### src/rtl/count_sweep_ctrl.sv
// count_sweep_ctrl
//
// Readout controller for the per-output packet counter bank. A sweep starts on
// start && idle. It walks every counter index in order, issuing a one-cycle
// read request for each. Each response is forwarded as a tagged one-cycle
// result beat. An index that never answers is abandoned after TIMEOUT wait
// cycles, and the sticky timeout flag is set.
//
// Ports:
//   clk          single clock, rising edge
//   reset        asynchronous, active-high reset
//   start        sweep request, sampled only while idle in IDLE
//   idle         datapath idle qualifier for start
//   valid_cont   counter response valid
//   data_cont    counter response value
//   req          one-cycle read request to the counter bank
//   idx          counter index being read
//   cnt_valid    one-cycle result strobe
//   cnt_data     captured count, held between strobes
//   cnt_idx      index of cnt_data, held between strobes
//   busy         sweep in progress
//   done         one-cycle end-of-sweep pulse
//   timeout_err  sticky: an index timed out in the current/last sweep
module count_sweep_ctrl #(
   parameter int unsigned DATA_WIDTH = 8,
   parameter int unsigned IDX_WIDTH  = 2,
   parameter int unsigned NUM_CNT    = 4,
   parameter int unsigned TIMEOUT    = 15
) (
   input  logic                  clk,
   input  logic                  reset,
   input  logic                  start,
   input  logic                  idle,
   input  logic                  valid_cont,
   input  logic [DATA_WIDTH-1:0] data_cont,
   output logic                  req,
   output logic [IDX_WIDTH-1:0]  idx,
   output logic                  cnt_valid,
   output logic [DATA_WIDTH-1:0] cnt_data,
   output logic [IDX_WIDTH-1:0]  cnt_idx,
   output logic                  busy,
   output logic                  done,
   output logic                  timeout_err
);

   // Wide enough to hold TIMEOUT-1 even when TIMEOUT is 1.
   localparam int unsigned TMR_WIDTH = $clog2(TIMEOUT + 1);
   localparam logic [IDX_WIDTH-1:0] LAST_IDX = IDX_WIDTH'(NUM_CNT - 1);
   localparam logic [TMR_WIDTH-1:0] TMR_LAST = TMR_WIDTH'(TIMEOUT - 1);

   typedef enum logic [2:0] {
      StIdle,
      StReq,
      StWait,
      StNext,
      StDone
   } state_e;

   state_e                 state;
   logic [TMR_WIDTH-1:0]   timer;
   logic                   last_idx;

   assign last_idx = (idx == LAST_IDX);

   always_ff @(posedge clk or posedge reset) begin
      if (reset) begin
         state       <= StIdle;
         timer       <= '0;
         req         <= 1'b0;
         idx         <= '0;
         cnt_valid   <= 1'b0;
         cnt_data    <= '0;
         cnt_idx     <= '0;
         busy        <= 1'b0;
         done        <= 1'b0;
         timeout_err <= 1'b0;
      end else begin
         // Pulse outputs default low every cycle.
         req       <= 1'b0;
         cnt_valid <= 1'b0;
         done      <= 1'b0;
         unique case (state)
            StIdle: begin
               // A start without idle is simply dropped, not remembered.
               if (start && idle) begin
                  state       <= StReq;
                  req         <= 1'b1;
                  idx         <= '0;
                  busy        <= 1'b1;
                  timeout_err <= 1'b0;
               end
            end
            // A same-cycle response during REQ is handled exactly like one in WAIT.
            StReq, StWait: begin
               if (valid_cont) begin
                  cnt_valid <= 1'b1;
                  cnt_data  <= data_cont;
                  cnt_idx   <= idx;
                  if (last_idx) begin
                     state <= StDone;
                     done  <= 1'b1;
                  end else begin
                     state <= StNext;
                  end
               end else if (state == StReq) begin
                  state <= StWait;
                  timer <= '0;
               end else if (timer == TMR_LAST) begin
                  // Give up on this index; no result beat is emitted for it.
                  timeout_err <= 1'b1;
                  if (last_idx) begin
                     state <= StDone;
                     done  <= 1'b1;
                  end else begin
                     state <= StNext;
                  end
               end else begin
                  timer <= timer + TMR_WIDTH'(1);
               end
            end
            // Only reached when idx < NUM_CNT-1, so idx never runs past the bank.
            StNext: begin
               idx   <= idx + IDX_WIDTH'(1);
               req   <= 1'b1;
               state <= StReq;
            end
            StDone: begin
               busy  <= 1'b0;
               state <= StIdle;
            end
            default: begin
               state <= StIdle;
               busy  <= 1'b0;
            end
         endcase
      end
   end

endmodule
### config.mk
export PLATFORM = sky130hd
export DESIGN_NAME = count_sweep_ctrl
export DESIGN_NICKNAME = d
export VERILOG_FILES = /design/src/rtl/count_sweep_ctrl.sv
export SDC_FILE = /design/constraint.sdc
export NUM_CORES = 1
export LEC_CHECK = 0
export ABC_AREA = 1
export CAP_MARGIN = 40
export CORE_ASPECT_RATIO = 1.25
export CORE_MARGIN = 5
export CORE_UTILIZATION = 43
export CTS_BUF_LIST = sky130_fd_sc_hd__clkbuf_16
export CTS_CLUSTER_SIZE = 12
export DETAILED_ROUTE_END_ITERATION = 10
export PLACE_DENSITY_LB_ADDON = 0.3
export SETUP_SLACK_MARGIN = 0.4
export SLEW_MARGIN = 10
export SYNTH_ARGS = -nofsm -noshare
export SYNTH_HDL_FRONTEND = slang
export SYNTH_SLANG_ARGS = --single-unit
### constraint.sdc
create_clock -name clk -period 1.36 [get_ports clk]
set_input_delay 0.272 -clock clk [delete_from_list [all_inputs] [get_ports clk]]
set_output_delay 0.272 -clock clk [all_outputs]
set_load 0.01 [all_outputs]
# After elaboration in Yosys (flattened, before gate mapping)
# Index checks and enable logic that the tools add are counted.
[word_totals]
input_bits = 13
regBits = 24
word_cells = 63
output_inout_bits = 17
[op_classes]
reduce_logical = 12
eq_ne = 11
bitwise_logic = 2
add_sub_neg = 2
n_mux = 26
[op_table]
columns = ["cell", "count"]
rows = [
  ["$mux W3", 5],
  ["$mux W1", 13],
  ["$ne A2 B2 Y1 const B", 5],
  ["$pmux W3 S3", 1],
  ["$mux W4", 2],
  ["$reduce_and A2 Y1", 4],
  ["$eq A3 B2 Y1 const B", 2],
  ["$pmux W1 S2", 3],
  ["$reduce_and A5 Y1", 1],
  ["$add A4 B1 Y4 const B", 1],
  ["$eq A4 B4 Y1 const B", 1],
  ["$ne A4 B4 Y1 const B", 1],
  ["$pmux W2 S2", 1],
  ["$reduce_bool A2 Y1", 2],
  ["$eq A3 B1 Y1 const B", 1],
  ["$logic_not A3 Y1", 1],
  ["$reduce_and A3 Y1", 1],
  ["$reduce_or A3 Y1", 1],
  ["$add A2 B1 Y2 const B", 1],
  ["$eq A2 B2 Y1 const B", 1],
  ["$mux W2", 1],
  ["$not A1 Y1", 2],
  ["$reduce_or A2 Y1", 1],
  ["$logic_and A1 B1 Y1", 1],
]

# Depth between registers and ports, before layout
[logic_depth]
depth_word = 6
depth_mapped = 9
mapped_depth_nobuf = 9

# Worst setup path before layout
# No wires, ideal clock.
[synth_path]
path_type = "register -> register"
startpoint = "register timer[0]"
endpoint = "register state[0]"
required_time_ps = 1241
path_slack_ps = 147
path_stages_with_launch = 9
setup_ps = 119
t_arrival_ps = 1094
path_buffers = 0
path_cell_list = "dfrtp_1 > inv_1 > ha_1 > nand3_1 > nand2_1 > nor2_1 > inv_2 > nand3_1 > nor2_1"
[synth_via]
elab_chain_len = 3
[synth_lines]
columns = ["item", "line_no", "source"]
rows = [
  ["from (decl)", "60", "logic [TMR_WIDTH-1:0] timer;"],
  ["from (signal assigned)", "118", "timer <= timer + TMR_WIDTH'(1);"],
  ["$eq A4 B4 Y1", "108", "end else if (timer == TMR_LAST) begin"],
  ["$ne A4 B4 Y1 (no line)", "n/a", ""],
  ["$reduce_and A2 Y1 (no line)", "n/a", ""],
  ["to (signal assigned)", "106", "state <= StWait;"],
  ["to (signal assigned)", "112", "state <= StDone;"],
  ["to (signal assigned)", "115", "state <= StNext;"],
  ["to (decl)", "59", "state_e state;"],
]
# No other way between the ends.
# A chain may end at the register's enable or synchronous reset.

# Final worst setup path
[layout_path]
startpoint = "register timer[0]"
endpoint = "register timer[3]"
[layout_via]
elab_chain_len = 3
[layout_lines]
columns = ["item", "line_no"]
rows = [
  ["$add A4 B1 Y4 or $eq A4 B4 Y1 (tied branches)", "118, 108"],
  ["$mux W4 or $ne A2 B2 Y1 (tied branches)", "n/a"],
  ["$mux W4 or $reduce_and A3 Y1 (tied branches)", "n/a"],
]
# Parallel ways exist; a longest one is shown, timed or not. The select of a mux whose other input is x is not followed.

==> key figures <==
Floorplanning
  – Total number of placement rows: 20
  – Num ports: 30
  – Starting density of the core: 0.455
  – Die Area: 0.00375 mm2
  – Die Y: 67.2 um
  – Horizontal die dimension: 55.8 um
  – Placeable core region: about 0.0025 mm2

Worst setup path
  – Crit path required time: 1500 ps
  – Kind of end point of the critical path: flip-flop
  – Kind of critical path: flip-flop to flip-flop
  – Origin of the worst setup path: timer[0]
  – Data arrival at the endpoint of the critical path: 1370 ps
  – Origin of the critical flop-to-flop path: timer[0]
  – Crit path max fanout: 7
  – Worst setup SP type: flip-flop

Place
  – Final estimated routing congestion in global placement: about 0.81
  – Estimated wirelength of the detail-placed design: about 1800 um
  – Number of buffers inserted by port buffering: 29
  – Setup Slack @ Placement: -138 ps

Pwr
  – Clock network fraction of total power: 0.161
  – Peak supply drop: 1.43 mV
  – Gate power share: 0.516
  – Internal power: 2.31 mW
  – Sequential Power Share: 0.323
  – Power density over cell area: 2200 mW/mm2
  – Switching power: 1.58 mW
  – Switching power as a share of total power: 0.407
  – Reported leakage power: 0.940 nW

Global routing
  – Global-route wire length before repair: just over 5000 um
  – Remaining Overflow, GRT: 0
  – Vias in the first global route: 1196
  – Initial antenna violation count: 0
  – Total global routing track utilization: 0.172
  – Pin count of the biggest net entering global routing: 25

Drt
  – Post-route DRC violation count: 0
  – Per-cell via count in the routed design: a little under 5
  – Post-route antenna net violation count: 0
  – WL/cell: 13.7 um
  – First-pass DRT Iterations: 4
  – Wire length after detailed routing: 2930 um
  – Via total after detailed routing: between 1000 and 1500
  – Detailed router's first-iteration violation count: 10

Outcome
  – Run status: finished clean

STA
  – Max-Slew Margin vs Limit: 0.795
  – Setup repair after global routing missed its margin: true
  – Crit path setup slack, layout: 139 ps
  – Final critical-path share of the clock period: 0.898
  – Clock skew after layout: ~4.7 ps
  – Number of max-slew violations in the final report: 0
  – Minimum hold slack: 363 ps
  – Aggregate negative setup slack: 0 ps
  – Final count of negative-setup-slack endpoints: 0
  – Slew of the pin with the lowest slew margin: about 310 ps
  – Peak clock frequency supported by timing: 819 MHz
  – Final Hold Viols: 0
  – Minimum clock period after layout: 1220 ps

Synth
  – Most frequent cells after synthesis: sky130_fd_sc_hd__nand2_1 (48), sky130_fd_sc_hd__dfrtp_1 (24), sky130_fd_sc_hd__inv_1 (10), sky130_fd_sc_hd__nand3_1 (8), sky130_fd_sc_hd__nor2_1 (5)
  – Synth area leader: sky130_fd_sc_hd__dfrtp_1
  – Area share of the largest cell type after synthesis: 0.533
  – Number of instances in the synthesized netlist: 128
  – Dominant cell by count in the synthesized netlist: sky130_fd_sc_hd__nand2_1
  – Synth Cell Area: 0.00113 mm2
  – Mean area per synthesized cell: 8.81 um2
  – Flip-flop and latch count after synthesis: 24
  – Nets in the synthesized netlist: 144
  – Synth Warn #: 0
  – Number of distinct library cells after synthesis: 21
  – Leading post-synthesis cells by cell area: sky130_fd_sc_hd__dfrtp_1 (53%), sky130_fd_sc_hd__nand2_1 (16%), sky130_fd_sc_hd__nand3_1 (3.6%)
  – Proportion of register bits with asynchronous set or reset after synthesis: 1.00
  – Post-synth EDFFs: 0
  – Primary FF master, synth: sky130_fd_sc_hd__dfrtp_1
  – Share of synthesized area occupied by flip-flops and latches: 0.533

Min path
  – Type of the most critical hold path: primary input to asynchronous set/reset pin

Clock network
  – Total clock buffers created by CTS: 3
  – Skew-Pair Late Insertion Delay: 250 ps
  – H-tree depth: 1
  – Clock buffer depth: 2
  – Worst-path clk slew: approximately 60 ps
  – Clock Root Buffer: sky130_fd_sc_hd__clkbuf_16
  – TritonCTS sink count: 24
  – TritonCTS clock tree: yes

Layout
  – Fillers: 168
  – Layout area overhead: 56.9%
  – Proportion of layout cells with a drive suffix above 1: 0.448
  – Number of inserted diodes: 0
  – Number of nets in the layout: 198

Run
  – Number of max-cap violations: 0
[stage by stage]
stage / instance area [um2] / std cells / power (mW) / utilization
floorplan: 1160 / 128 / 2.20 / -
global placement: 1510 / 193 / 2.83 / 0.610
finish: 1770 / 214 / 3.89 / 0.714
detailed placement: 1510 / 193 / 2.88 / 0.610
CTS: 1710 / 210 / 3.73 / 0.690
global route: 1770 / 214 / 4.19 / 0.714
[worst max-delay path, stage by stage, from the launching register on]
cell                      delay (ps)
sky130_fd_sc_hd__dfrtp_1         380
sky130_fd_sc_hd__inv_1            60
sky130_fd_sc_hd__ha_2            180
sky130_fd_sc_hd__nand3_4         110
sky130_fd_sc_hd__nand2_4          90
sky130_fd_sc_hd__nand2_2          60
sky130_fd_sc_hd__nand2_4         100
sky130_fd_sc_hd__inv_2            40
sky130_fd_sc_hd__nand2_1          50
sky130_fd_sc_hd__nand2_1          40
[logic make-up after synthesis]
kind of cell / synth area share
compound gates: 0.0533
xor+xnor: 0.0155
fa+ha+maj: 0.0333
buf+inv: 0.0610
flops: 0.533
simple gates: 0.304
[power by group through the flow]
stage               clock network, mW  registers, mW  logic (mW)
global placement                    0           1.23        1.60
finish                          0.628           1.26        2.01
global route                    0.675           1.30        2.22
floorplan                           0           1.32       0.882
detailed placement                  0           1.24        1.64
CTS                             0.635           1.25        1.85
[timing repair]
item | 4_1_cts | 5_1_grt
setup buffers | 11 | 4
pin swaps | 11 | 6
setup endpoints to repair | 39 | 41
gates resized for setup | 94 | 10
cloned | 2 | 0
hold buffers | 0 | 0
[layout make-up]
| class | count | area, um2 | share of cell area |
|---|---|---|---|
| timing repair buffer | 48 | 392 | 0.221 |
| timing repair inverter | 1 | 8.76 | 0.00495 |
| clock buffer | 3 | 75.1 | 0.0424 |
| tap | 33 | 41.3 | 0.0233 |
| sequential | 24 | 603 | 0.341 |
| multi-input combinational | 89 | 579 | 0.327 |
| clock inverter | 1 | 3.75 | 0.00212 |
| inverter | 15 | 66.3 | 0.0375 |
[routing by layer]
metal	global-route usage	vias to the layer above	routed length, um
met4	0.0912	0	55
met3	0.0382	8	138
met5	0	-	0
met1	0.187	512	1200
li1	-	511	-
met2	0.315	29	1540
[flip-flops by register name, indices dropped and copies added (netlist names)]
register,cells
state,3
cnt_valid,1
cnt_idx,2
cnt_data,8
timeout_err,1
req,1
done,1
busy,1
idx,2
timer,4
[final timing paths]
check,end,slack (ps),cells after the start
setup / recovery,timer[3],140,9
hold / removal,timer[2],360,3
setup reg to reg,timer[3],140,9
hold reg to reg,cnt_data[6],480,2
max in group asynchronous,state[0],740,3
min in group clk,cnt_data[6],480,2
[cells in the final DEF, fill, tap and decap left out, types with 3 or more instances in the layout]
cell type,count
sky130_fd_sc_hd__a21oi_1,3
sky130_fd_sc_hd__buf_2,12
sky130_fd_sc_hd__buf_4,16
sky130_fd_sc_hd__buf_6,6
sky130_fd_sc_hd__clkbuf_16,3
sky130_fd_sc_hd__clkdlybuf4s50_1,11
sky130_fd_sc_hd__dfrtp_1,22
sky130_fd_sc_hd__inv_1,8
sky130_fd_sc_hd__inv_2,5
sky130_fd_sc_hd__nand2_1,34
sky130_fd_sc_hd__nand2_2,13
sky130_fd_sc_hd__nand2_4,7
sky130_fd_sc_hd__nand3_1,6
sky130_fd_sc_hd__nand4_1,3
sky130_fd_sc_hd__o21ai_1,5
No activity file was read; power rests on OpenSTA's default activity.
